===== src/rtl/uart_loader.sv =====
// uart_loader: boot-time UART (8N1) image loader for a 4096x32 program/data memory
// Ports: clk, rst_n (async, active-low), rx (async serial in, idle high);
//   mem_addr/mem_data/mem_we: memory write port; core_hold: core stalled during a frame;
//   core_start: one-cycle restart pulse on success; busy: frame in progress;
//   error: sticky fault flag, cleared by the next 0xA5 sync byte.
// Optional feature: define UART_LOADER_CSUM_EN to expect and check a trailing XOR checksum byte.
`timescale 1ns/1ps
module uart_loader #(
  parameter int          CLK_HZ    = 50000000,
  parameter int          BAUD      = 115200,
  parameter logic [11:0] BASE_ADDR = 12'd0
) (
  input  logic        clk,
  input  logic        rst_n,
  input  logic        rx,
  output logic [11:0] mem_addr,
  output logic [31:0] mem_data,
  output logic        mem_we,
  output logic        core_hold,
  output logic        core_start,
  output logic        busy,
  output logic        error
);
  localparam int DIV = CLK_HZ / BAUD;
  localparam int CW = $clog2(DIV);
  typedef enum logic [2:0] {R_IDLE, R_START, R_DATA, R_STOP, R_WAIT} rx_t;
  typedef enum logic [2:0] {IDLE, LEN_LO, LEN_HI, DATA, CSUM, ERR} st_t;
  rx_t rs;
  st_t st;
  logic rx_m, rx_s;
  logic [CW-1:0] cnt;
  logic [2:0] bit_idx;
  logic [7:0] sh, len_lo;
  logic byte_vld, frm_err, fin;
  logic [1:0] idx;
  logic [11:0] words;
`ifdef UART_LOADER_CSUM_EN
  logic [7:0] csum;
`endif
  // RX front end; after a bad stop bit, wait for a high line so the tail of the bad byte is not taken as a start
  always_ff @(posedge clk or negedge rst_n)
    if (!rst_n) begin
      rx_m <= 1'b1;
      rx_s <= 1'b1;
      rs <= R_IDLE;
      cnt <= '0;
      bit_idx <= '0;
      sh <= '0;
      byte_vld <= 1'b0;
      frm_err <= 1'b0;
    end else begin
      rx_m <= rx;
      rx_s <= rx_m;
      byte_vld <= 1'b0;
      frm_err <= 1'b0;
      cnt <= cnt + CW'(1);
      case (rs)
        R_START: if (cnt == CW'(DIV / 2 - 1)) begin
          cnt <= '0;
          bit_idx <= '0;
          rs <= rx_s ? R_IDLE : R_DATA;
        end
        R_DATA: if (cnt == CW'(DIV - 1)) begin
          cnt <= '0;
          sh <= {rx_s, sh[7:1]};
          bit_idx <= bit_idx + 3'd1;
          rs <= bit_idx == 3'd7 ? R_STOP : R_DATA;
        end
        R_STOP: if (cnt == CW'(DIV - 1)) begin
          cnt <= '0;
          byte_vld <= rx_s;
          frm_err <= !rx_s;
          rs <= rx_s ? R_IDLE : R_WAIT;
        end
        R_WAIT: begin
          cnt <= '0;
          rs <= rx_s ? R_IDLE : R_WAIT;
        end
        default: begin
          cnt <= '0;
          rs <= rx_s ? R_IDLE : R_START;
        end
      endcase
    end
  // Frame FSM; the address advances in the cycle after each write so addr/data hold through the strobe
  always_ff @(posedge clk or negedge rst_n)
    if (!rst_n) begin
      st <= IDLE;
      mem_addr <= BASE_ADDR;
      mem_data <= '0;
      mem_we <= 1'b0;
      core_hold <= 1'b0;
      core_start <= 1'b0;
      busy <= 1'b0;
      error <= 1'b0;
      len_lo <= '0;
      idx <= '0;
      words <= '0;
      fin <= 1'b0;
`ifdef UART_LOADER_CSUM_EN
      csum <= '0;
`endif
    end else begin
      mem_we <= 1'b0;
      core_start <= 1'b0;
      fin <= 1'b0;
      if (mem_we) mem_addr <= mem_addr + 12'd1;
      if (fin) begin
        core_hold <= 1'b0;
        core_start <= 1'b1;
      end
      if (frm_err) begin
        st <= ERR;
        error <= 1'b1;
        busy <= 1'b0;
      end else if (byte_vld)
        case (st)
          LEN_LO: begin
            len_lo <= sh;
            st <= LEN_HI;
          end
          LEN_HI: begin
            words <= {sh[3:0], len_lo};
            idx <= 2'd0;
            if (sh[7:4] != 4'd0) begin
              st <= ERR;
              error <= 1'b1;
              busy <= 1'b0;
            end else if ({sh[3:0], len_lo} != 12'd0)
              st <= DATA;
`ifdef UART_LOADER_CSUM_EN
            else
              st <= CSUM;
`else
            else begin
              st <= IDLE;
              core_hold <= 1'b0;
              core_start <= 1'b1;
              busy <= 1'b0;
            end
`endif
          end
          DATA: begin
            mem_data[{idx, 3'b000} +: 8] <= sh;
            idx <= idx + 2'd1;
`ifdef UART_LOADER_CSUM_EN
            csum <= csum ^ sh;
`endif
            if (idx == 2'd3) begin
              mem_we <= 1'b1;
              words <= words - 12'd1;
              if (words == 12'd1) begin
`ifdef UART_LOADER_CSUM_EN
                st <= CSUM;
`else
                st <= IDLE;
                fin <= 1'b1;
                busy <= 1'b0;
`endif
              end
            end
          end
`ifdef UART_LOADER_CSUM_EN
          CSUM: begin
            st <= sh == csum ? IDLE : ERR;
            core_hold <= sh != csum;
            core_start <= sh == csum;
            error <= sh != csum;
            busy <= 1'b0;
          end
`endif
          default: if (sh == 8'hA5) begin
            st <= LEN_LO;
            error <= 1'b0;
            core_hold <= 1'b1;
            busy <= 1'b1;
            mem_addr <= BASE_ADDR;
`ifdef UART_LOADER_CSUM_EN
            csum <= '0;
`endif
          end
        endcase
    end
endmodule


===== config.mk =====
export PLATFORM = sky130hd
export DESIGN_NAME = uart_loader
export DESIGN_NICKNAME = d
export VERILOG_FILES = /design/src/rtl/uart_loader.sv
export SDC_FILE = /design/constraint.sdc
export NUM_CORES = 1
export LEC_CHECK = 0
export CAP_MARGIN = 40
export CORE_MARGIN = 10
export CORE_UTILIZATION = 45
export DETAILED_ROUTE_END_ITERATION = 12
export PLACE_DENSITY = 0.65
export REMOVE_ABC_BUFFERS = 1
export SYNTH_ARGS = -nofsm -noshare
export SYNTH_HDL_FRONTEND = slang
export SYNTH_SLANG_ARGS = --single-unit

===== constraint.sdc =====
create_clock -name clk -period 5.4 [get_ports clk]
set_input_delay 1.08 -clock clk [delete_from_list [all_inputs] [get_ports clk]]
set_output_delay 1.08 -clock clk [all_outputs]
set_load 0.02 [all_outputs]

Word level (Yosys, flattened, before mapping)

Index checks and enable logic that the tools add are counted.

Bits of input ports: 3
Flip-flop bits (word level): 102

Reduce and logical (&&, ||, !) cells: 22
Add/sub/neg operators: 6
Bitwise operators: 1
Equality and inequality tests: 23
Mux-type cells: 70
Shift operators: 2

Operators by type and width:

| kind                     | count |
|---|---|
| $mux W12                 | 6 |
| $mux W1                  | 38 |
| $mux W3                  | 12 |
| $bwmux W32               | 1 |
| $shift A8 B7 Y32 const A | 1 |
| $shiftx A8 B7 Y32        | 1 |
| $pmux W12 S2             | 1 |
| $mux W9                  | 2 |
| $pmux W9 S2              | 1 |
| $reduce_and A3 Y1        | 5 |
| $add A12 B1 Y12 const B  | 1 |
| $eq A12 B1 Y1 const B    | 1 |
| $eq A3 B2 Y1 const B     | 4 |
| $pmux W3 S4              | 1 |
| $reduce_and A4 Y1        | 3 |
| $reduce_bool A12 Y1      | 1 |
| $sub A12 B1 Y12 const B  | 1 |
| $ne A2 B2 Y1 const B     | 5 |
| $add A9 B1 Y9 const B    | 1 |
| $eq A9 B8 Y1 const B     | 1 |
| $eq A9 B9 Y1 const B     | 1 |
| $ne A3 B3 Y1 const B     | 3 |
| $pmux W3 S3              | 1 |
| $eq A8 B8 Y1 const B     | 1 |
| 23 further kinds         | 31 |

Longest topological paths before layout

Depth after elaboration: 6
Depth in mapped cells: 9
Gate-level depth less buffers: 7

Least setup slack after synthesis

No wires, ideal clock.

Path type: register to register
From: register idx[0]
To: register st[0]
Slack: 3.606 ns
Data required time: 5.275 ns
Data arrival time: 1.669 ns
Cell stages (with the launch flop): 7
Period minus slack after synthesis: 1.794 ns
Library setup time: 0.125 ns
Cells stage by stage: dfrtp_1 ha_1 nor4bb_1 and3_1 a221oi_2 a31oi_4 mux2_2

Word-level cells in the longest chain between the ends: 3

Ends and longest elaborated chain:

| element                            | RTL line | text |
|---|---|---|
| start: declaration                 | 35       | `logic [1:0] idx;` |
| start signal: assignment           | 145      | `idx <= idx + 2'd1;` |
| $eq A2 B2 Y1                       | 149      | `if (idx == 2'd3) begin` |
| $ne A3 B3 Y1 (no source line)      | -        |  |
| $reduce_and A4 Y1 (no source line) | -        |  |
| end signal: assignment             | 136      | `st <= IDLE;` |
| end signal: assignment             | 156      | `st <= IDLE;` |
| end signal: assignment             | 173      | `st <= LEN_LO;` |
| end: declaration                   | 29       | `st_t st;` |

No other way between the ends.
A chain may end at the register's enable or synchronous reset.

Final worst setup path

From: register mem_we
To: output mem_we

RTL lines:

| element                  | RTL line | text |
|---|---|---|
| start: declaration       | 18       | `output logic mem_we,` |
| start signal: assignment | 91       | `mem_we <= 1'b0;` |
| start signal: assignment | 104      | `mem_we <= 1'b0;` |
| start signal: assignment | 150      | `mem_we <= 1'b1;` |

No word-level cell between the ends.

==> flow_summary.yaml <==
clocking:
  htreeDepth: 3
  cts_tree: "yes"
  post_cts_buffers: 0
  cts_hold_buf: 0
  cts_buffers: 9
  ctsResizeCount: 0
  clk_pin_slew_ns: 0.10
  clk_latency_ns: 0.36
  clock-sinks: 102
  root_buffer: "clkbuf_8"
  clockBufferDepth: 2
critical_path:
  critPathBufInv: 1
  worstSetupStartpoint: "mem_we"
  cp_slowest_stage_delay_ns: 0.65
  worstPathCellList: "clkdlybuf4s50_1"
  worst_ep_required_time_ns: 4.32
  r2r-start: "idx[0]"
  crit_fanout: 6
  ff2ff_path_depth: 5
  cp_slowest_cell: "clkdlybuf4s50_1"
  cp_top_family: "buffers and inverters"
  arrival_ns: 1.48
  r2r_slack_ns: 3.24
  crit_path_end_kind: "output port"
  critPathKind: "reg2out"
  startpoint_type: "flip-flop"
  r2r-end: "mem_data[1]"
timing:
  fin_ws_ns: 2.84
  max_freq_mhz: 390
  setup_tns_ns: 0
  clock_skew_ns: 0.00865
  hold_viol: 0
  setup_viol: 0
  period_needed_ns: 2.56
  relSlewSlack_pct: 35.7
  rsz0062_at_grt: "false"
  worst_pin_slew_ns: 0.962
  post-route-period-util_pct: 47.4
  drv_slew: 0
outcome:
  outcome: "complete, no violations"
power_and_ir_drop:
  p_clk_share_pct: 41.2
  seqPwrFrac_pct: 57.4
  p_int_w: 0.00105
  power.leakage_nw: 2.51
  pwr-share-comb_pct: 1.4
  ir_drop_mv: 0.157
  p_sw_share_pct: 21.5
  netSwitchingPower_w: 0.000287
  power_density_nw_per_um2: 233
synth:
  syn_area_per_cell_sq_um: 9.86
  synth_commonest_cells: "dfrtp_1, o21ai_0, inv_1"
  synth_cells: 494
  ys_seq_elements: 102
  synth_area_leaders: "dfrtp_1, o21ai_0, nand3_1, mux2_2, inv_1"
  yosysMostFrequentCell: "dfrtp_1"
  ys_seq_area_share_pct: 52.4
  yosys_most_used_dff: "dfrtp_1"
  yosysWarnings: 0
  async_reset_ff_share_pct: 100
  ys_types: 51
  synth_edf_count: 0
  syn_area_sq_um: 4870
  yosys.area.top_type: "dfrtp_1"
  synth_top_area_share_pct: 51.4
die:
  die_h_um: 124
  ioPinCount: 52
  core_area_sq_um: 10400
  num_rows: 37
  dieArea_sq_um: 15400
  die_w_um: 124
  initial_core_util_pct: 46.8
route:
  highest_layer: "met4"
  wl_mm: 10.6
  wire_per_inst_um: 15.7
  vias: 3600
  met3_length_um: 467
  via_per_inst: 5.30
  wl_met2_mm: 5.16
  wl_met1_mm: 4.87
  ant_nets: 0
  drt_iter0_drc: 209
  drc: 0
  dr.pass1.iters: 5
job:
  cap_viol_max_count: 0
layout:
  final_area_sq_um: 5730
  nets: 555
  diodes: 0
  area_delta_synth_final_pct: 17.6
  drive_gt1_share_pct: 9.39
  fin_cells: 679
hold_path:
  hold_class: "reg2reg"
  hold_path_end: "rx_s"
  whs_path_depth: 0
  hp-start: "rx_m"
grt:
  gr-usage-all-layers_pct: 14.2
  grt.overflow.total: 0
  antenna_found_initial: 0
  grt_start_max_net_pins: 54
  grt_pass1_wl_mm: 17.6
  grt_pass1_vias: 3494
placed_design:
  routabilityCongestion: 0.778
  dp_hpwl_mm: 7.42
  dp.cells: 663
  io_buffers: 51
  placed_area_sq_um: 5500
  place_ws_ns: 3.22
==> sequential cells by signal, indices dropped and copies added (netlist names), 2 cells and up <==
name and count:
cnt 9, sh 8, words 12, rs 3
mem_addr 12, idx 2, mem_data 32, bit_idx 3
st 3, len_lo 8
==> layer usage <==
layer  track usage (%)  vias to the layer above
met1              19.0                     1745
met2              21.8                       63
met4              5.25                        0
met5                 0                        -
li1                  -                     1780
met3              3.44                       12
==> metrics by stage <==
stage | util [%] | hold WS (ns) | total power, W
after global routing | 55.0 | 0.369 | 0.00138
after floorplan | - | 0.345 | 0.000781
after global placement | 52.3 | 0.346 | 0.000798
after detailed placement | 52.8 | 0.348 | 0.000801
after CTS | 55.0 | 0.362 | 0.00135
final | 55.0 | 0.361 | 0.00133
==> how the worst max path moves through the flow <==
stage | end | slack (ns) | cells after the start
floorplan | mem_data[0] | 3.49 | 5
global placement | mem_data[25] | 3.18 | 2
detailed placement | mem_we | 3.22 | 1
CTS | mem_we | 2.82 | 1
global route | mem_we | 2.75 | 1
finish | mem_we | 2.84 | 1
==> cells in the final DEF, fill, tap and decap left out, types with 3 or more instances in the layout <==
cell type and count:
a21oi_1 18, a22oi_1 5, and2_1 3, and3_1 7, buf_4 4, clkbuf_8 10, clkdlybuf4s50_1 50, dfrtp_1 100
ha_1 14, inv_1 49, mux2_2 17, nand2_1 26, nand2b_1 5, nand3_1 44, nand4_1 6, nor2_1 46
nor2b_1 3, nor3_1 10, nor3b_1 4, nor4_1 7, o21ai_0 50, o22ai_1 3, xnor2_1 8, xor2_1 10
==> power by group through the flow <==
stage / sequential, W / clock, W / combinational [W]
6_report: 0.000765 / 0.000548 / 0.0000192
5_1_grt: 0.000765 / 0.000591 / 0.0000227
4_1_cts: 0.000765 / 0.000564 / 0.0000207
3_5_place_dp: 0.000780 / 0 / 0.0000208
3_3_place_gp: 0.000780 / 0 / 0.0000177
2_1_floorplan: 0.000780 / 0 / 0.000000499
==> cell families (layout without fill, tap and decap cells) <==
| kind of cell | after synthesis | after routing | share of synthesized area, % |
|---|---|---|---|
| and+or+nand+nor | 176 | 176 | 18.9 |
| DFF | 102 | 102 | 52.4 |
| AOI/OAI and AO/OA | 92 | 92 | 11.4 |
| buffers and inverters | 73 | 122 | 6.11 |
| muxes | 19 | 19 | 4.34 |
| xor gates and xnor gates | 18 | 18 | 3.24 |
| adders and majority gates | 14 | 14 | 3.60 |
==> final cells by class <==
| cell class | count | area, sq um |
|---|---|---|
| timing repair buffer | 57 | 568 |
| clock buffer | 10 | 138 |
| clock inverter | 6 | 93.8 |
| tap | 136 | 170 |
| inverter | 49 | 184 |
| fill | 947 | 4690 |
| multi-input combinational | 319 | 2020 |
| sequential | 102 | 2550 |
(Power assumes the default switching activity.)
